### src/rtl/minhash_proj_top.sv
// MinHash fragment extender: serializes one packed word of 2-bit bases into one-hot parts.
// Optional build macro PROJ_TOP_REVCOMP_EN emits each part as its reverse complement.

package proj_pkg;
    localparam int BASE_LEN                      = 32;
    localparam int PART_BASES                    = 4;
    localparam int EXTENDER_OUT_PART_LEN_ONE_HOT = 4 * PART_BASES;
endpackage

module minhash_proj_top #(
    parameter int BASE_LEN                      = proj_pkg::BASE_LEN,
    parameter int PART_BASES                    = proj_pkg::PART_BASES,
    parameter int EXTENDER_OUT_PART_LEN_ONE_HOT = proj_pkg::EXTENDER_OUT_PART_LEN_ONE_HOT
) (
    input  logic                                     clk,
    input  logic                                     rst_n,
    input  logic [BASE_LEN-1:0]                      in_data,
    output logic [EXTENDER_OUT_PART_LEN_ONE_HOT-1:0] out_fragment,
    output logic                                     out_wait
);
    localparam int NUM_PARTS = BASE_LEN / (2 * PART_BASES);
    localparam int SEG_W     = 2 * PART_BASES;
    localparam int OUT_W     = EXTENDER_OUT_PART_LEN_ONE_HOT;
    localparam int PART_W    = (NUM_PARTS > 1) ? $clog2(NUM_PARTS) : 1;
    localparam logic [PART_W-1:0] LAST_PART = PART_W'(NUM_PARTS - 1);

    logic [BASE_LEN-1:0] word_q, word_d;
    logic [PART_W-1:0]   part_q, part_d;
    logic                busy_q, busy_d;
    logic [OUT_W-1:0]    frag_q, frag_d;

    // Packed view of the held word, one element per part.
    logic [NUM_PARTS-1:0][SEG_W-1:0] word_parts;
    assign word_parts = word_q;

    function automatic logic [OUT_W-1:0] encode_part(input logic [SEG_W-1:0] seg);
        logic [3:0] nib;
        encode_part = '0;
        for (int j = 0; j < PART_BASES; j++) begin
            nib = 4'b0001 << seg[2*j +: 2];
`ifdef PROJ_TOP_REVCOMP_EN
            // Complement swaps A<->T and C<->G, i.e. bit-reverses the one-hot nibble.
            encode_part[4*(PART_BASES-1-j) +: 4] = {nib[0], nib[1], nib[2], nib[3]};
`else
            encode_part[4*j +: 4] = nib;
`endif
        end
    endfunction

    always_comb begin
        // NOTE: every combinational output gets a default first so no path infers a latch.
        word_d = word_q;
        part_d = part_q;
        busy_d = busy_q;
        frag_d = frag_q;
        if (!busy_q) begin
            word_d = in_data;
            frag_d = encode_part(in_data[SEG_W-1:0]);
            if (NUM_PARTS > 1) begin
                part_d = PART_W'(1);
                busy_d = 1'b1;
            end
        end else begin
            frag_d = encode_part(word_parts[part_q]);
            if (part_q == LAST_PART) begin
                part_d = '0;
                busy_d = 1'b0;
            end else begin
                part_d = part_q + PART_W'(1);
            end
        end
    end

    // NOTE: state registers use non-blocking assignments so all flops update together.
    always_ff @(posedge clk or negedge rst_n) begin
        if (!rst_n) begin
            word_q <= '0;
            part_q <= '0;
            busy_q <= 1'b0;
            frag_q <= '0;
        end else begin
            word_q <= word_d;
            part_q <= part_d;
            busy_q <= busy_d;
            frag_q <= frag_d;
        end
    end

    assign out_fragment = frag_q;
    assign out_wait     = busy_q;

endmodule

### config.mk
export PLATFORM = sky130hd
export DESIGN_NAME = minhash_proj_top
export DESIGN_NICKNAME = d
export VERILOG_FILES = /design/src/rtl/minhash_proj_top.sv
export SDC_FILE = /design/constraint.sdc
export NUM_CORES = 1
export LEC_CHECK = 0
export CAP_MARGIN = 25
export CORE_MARGIN = 3
export CORE_UTILIZATION = 51
export CTS_BUF_LIST = sky130_fd_sc_hd__clkbuf_4 sky130_fd_sc_hd__clkbuf_8
export CTS_CLUSTER_DIAMETER = 30
export DETAILED_ROUTE_END_ITERATION = 8
export PLACE_DENSITY = 0.81
export SETUP_SLACK_MARGIN = 0.02
export SLEW_MARGIN = 20
export SYNTH_ARGS = -nofsm -noshare
export SYNTH_HDL_FRONTEND = slang
export SYNTH_SLANG_ARGS = --single-unit
### constraint.sdc
create_clock -name clk -period 1.4 [get_ports clk]
set_input_delay 0.28 -clock clk [delete_from_list [all_inputs] [get_ports clk]]
set_output_delay 0.28 -clock clk [all_outputs]
set_load 0.02 [all_outputs]
Yosys cells after proc, flatten, opt, wreduce, memory -nomap -nowiden. Index checks and enable logic that the tools add are counted.

Reductions and logical operators: 0. Bitwise gates (word level): 0. $mul: 0. Add/sub/neg operators: 1. Equal/unequal tests: 1. Mux-type cells: 7. Shift operators: 8. Divide/modulo/power cells: 0. Order comparisons: 1.

Operators with widths (count): 1-bit by 2-bit << shifter with 4-bit output, first input constant (8); 8-bit binary-select mux with 2-bit select (1); 16-bit 2-to-1 mux (1); 8-bit 2-to-1 mux (1); 2-bit 2-to-1 mux (2); 2-bit by 3-bit less-than comparator with 1-bit output, second input constant (1); 2-bit by 1-bit adder with 2-bit output, second input constant (1); 2-bit equality test, second input constant (1); 1-bit 2-to-1 mux (2).

RAM bits: 0. Bits in latches: 0. Flip-flop bits (word level): 51. Logic and storage cells: 22. ROM bits: 0. Bits of input ports: 34. Output and inout bits: 17. Memories: 0.

Logic depth before layout (Yosys ltp).
Depth after elaboration: 4. Gate-level depth with buffers: 6. Depth with buffers taken out: 3.

Least setup slack after synthesis. No wires, ideal clock.

Path type: reg2reg. Start: register busy_q (netlist: out_wait). End: register word_q[10] (netlist: word_parts[10]). Stages on the path, launching flop included: 5. Library setup time: 125 ps. Period minus slack after synthesis: 1349 ps. Slack: 51 ps. Data arrival time: 1224 ps. Required time: 1275 ps. Path buffers: 3. Cell sequence: dfrtp_1 -> buf_4 -> buf_6 -> buf_4 -> mux2_2.

RTL lines: from (decl) (line 29) `logic busy_q, busy_d;`; from (signal assigned) (line 84) `busy_q <= busy_d;`; to (signal assigned) (line 82) `word_q <= word_d;`; to (decl) (line 27) `logic [BASE_LEN-1:0] word_q, word_d;`.

No word-level cell between the ends.

Final worst setup path.
Start: register busy_q (netlist: out_wait). End: output port out_wait.

RTL lines: to (decl) (line 19) `output logic out_wait`.

No word-level cell between the ends.

==> reports/qor.csv <==
metric,value,unit
pin count of the biggest net entering global routing,52,
Worst Tran Pin Value,295,ps
FF-to-FF setup slack,80,ps
row count,23,
H-tree Lvls,2,
Setup-failing EPs final,0,
clock buffers created by TritonCTS,5,
RD Place Congestion,0.804,
Syn Inst Count,163,
layout cells sized above 1,22.8,%
Post-Syn Area per Cell,13.3,um2
top cell type's share of synthesized area,58.9,%
Clock Latency Late Sink,290,ps
Critical Path Slowest Stage Cell,dfrtp_2,
setup TNS,0,ps
Worst setup SP type,flop,
WP buf/inv,1,
status,finished clean,
slowest cell delay on critical path,450,ps
Final Max Slew Viols,0,
Worst EP required,1120,ps
Mapped Area,2170,um2
DR vias/cell,5.25,
RSZ-0062 raised after global routing,yes,
antenna diode count,0,
crit path DAT,1060,ps
final-stage net count,253,
register bit count reported by yosys,51,
top post-synthesis cells by area,"dfrtp_1 (59%), mux2_2 (12%), mux2i_1 (7.4%)",
grt ovf,0,
crit path capture type,primary output,
ratio of final minimum period to clock period,96.0,%
DRC viols,0,
I/O pins,51,
drt total wl,4110,um
cells along the critical path,dlygate4sd2_1,
clk sink count,51,
total track usage,17.5,%
"Warnings, synthesis",0,
MaxCap Viol Count,0,
leading area contributor after synthesis,dfrtp_1,
CTS tree,done,
peak supply drop,0.710,mV
Synthesized Nets,198,
critical-path maximum fanout,3,
final hold violation count,0,
DRT antenna net count,0,
post-DP HPWL,3070,um
Vias,1413,
clk root buf,clkbuf_8,
Worst Setup Path Type,flop to primary output,
Fmax achieved,744,MHz
1st-iter DRT viols,102,
CTS Buffer Depth,2,
Area after DPL,2730,um2
Hold Path Class,flop to flop,
Chip Height,71.2,um
DIE AREA,5070,um2
sequential area share after synthesis,58.9,%
clk_skew,8.14,ps
Initial Util,53.4,%
PortBufs,50,
WL/cell,15.3,um
"CTS clk-pin slew, worst paths",80,ps
Final Cell Area,2830,um2
drt first pass iters,4,
global-route wire length before repair,6940,um
"Setup Fix Bufs, Post-CTS",0,
min Tclk post-route,1340,ps
P&R area growth vs syn,30.5,%
Pwr Density,952,nW/um2
Rel. slew slack,79.7,%
Pleak,0.00137,uW
number of global-route vias before repair,1558,
initial antenna violation count,0,
total core area,4060,um2
Horiz. Die Dim,71.2,um
Top Family by Delay on Critical Path,flip-flops,
Synth cell types,17,
[timing repair]
item / CTS / global route
endpoints found under the setup margin: 31 / 15
hold buffers: 1 / 0
gates resized for setup: 19 / 4
hold endpoints to repair: 51 / 0
[per-layer routing]
layer	GRT usage, %	wire (um)	up-vias
met5	0	0	-
met2	31.2	2140	33
met4	4.38	36	0
met3	4.12	181	4
li1	-	-	683
met1	21.1	1750	693
[layout make-up]
class,count,area (um2)
flip-flops and latches,51,1280
multi-input cells,102,826
fillers,301,1230
clock inverters,1,5.00
repair buffers,58,574
clock buffers,7,83.8
well taps,50,62.6
[placed cells by master, fill, tap and decap left out, drive strengths merged]
cell type | synthesis | layout
o221a | 8 | 8
nor2 | 16 | 16
dlygate4sd3 | 0 | 1
clkbuf | 0 | 7
nand2b | 9 | 9
o221ai | 8 | 8
ha | 1 | 1
buf | 10 | 8
o21ai | 1 | 1
dfrtp | 51 | 51
clkdlybuf4s50 | 0 | 32
and2 | 1 | 1
nand2 | 18 | 18
dlygate4sd2 | 0 | 17
mux2i | 16 | 16
clkinv | 0 | 1
mux2 | 24 | 24
[logic make-up (layout without fill, tap and decap cells)]
group | Yosys count | in the layout | share of synthesized area (%)
compound gates | 17 | 17 | 7.62
simple gates | 44 | 44 | 8.89
buf+inv | 10 | 66 | 4.21
fa+ha+maj | 1 | 1 | 0.577
flops | 51 | 51 | 58.9
mux | 40 | 40 | 19.8
[worst min-delay path, cell delays in order, from the launching register on]
cell and delay [ps]:
dfrtp_1 350, nand2_1 50, nand2_1 60
[state kept, by name, indices dropped and copies added (netlist names)]
name	cells
out_wait	1
out_fragment	16
part_q	2
word_parts	32
[where the power goes]
part           leakage [uW]  total (uW)  internal (uW)  switching [uW]
clock             0.0000491         820            390             429
sequential         0.000611        1570           1540            31.9
combinational      0.000712         301            171             129
[per-stage QoR]
stage	worst slack (ps)	hold slack [ps]	cells	util [%]	power (uW)
5_1_grt	14.5	517	269	69.7	2810
4_1_cts	28.6	490	269	69.3	2730
2_1_floorplan	51.5	-15.6	163	-	1720
6_report	55.6	484	269	69.7	2690
3_3_place_gp	71.1	283	260	67.2	1900
3_5_place_dp	14.7	289	260	67.2	1920
[cells in the mapped netlist (all sizes together)]
master,n
nand2,18
mux2i,16
o221a,8
o221ai,8
nor2,16
ha,1
buf,10
and2,1
mux2,24
o21ai,1
nand2b,9
dfrtp,51
[path summary, 6_finish.rpt]
kind,endpoint,cells after the start,startpoint
setup / recovery,out_wait,1,out_wait
hold reg to reg,word_parts[6],2,word_parts[6]
hold / removal,word_parts[6],2,word_parts[6]
min in group asynchronous,word_parts[1],3,rst_n
max in group asynchronous,out_wait,3,rst_n
setup reg to reg,out_fragment[2],4,part_q[0]
(Power assumes the default switching activity.)
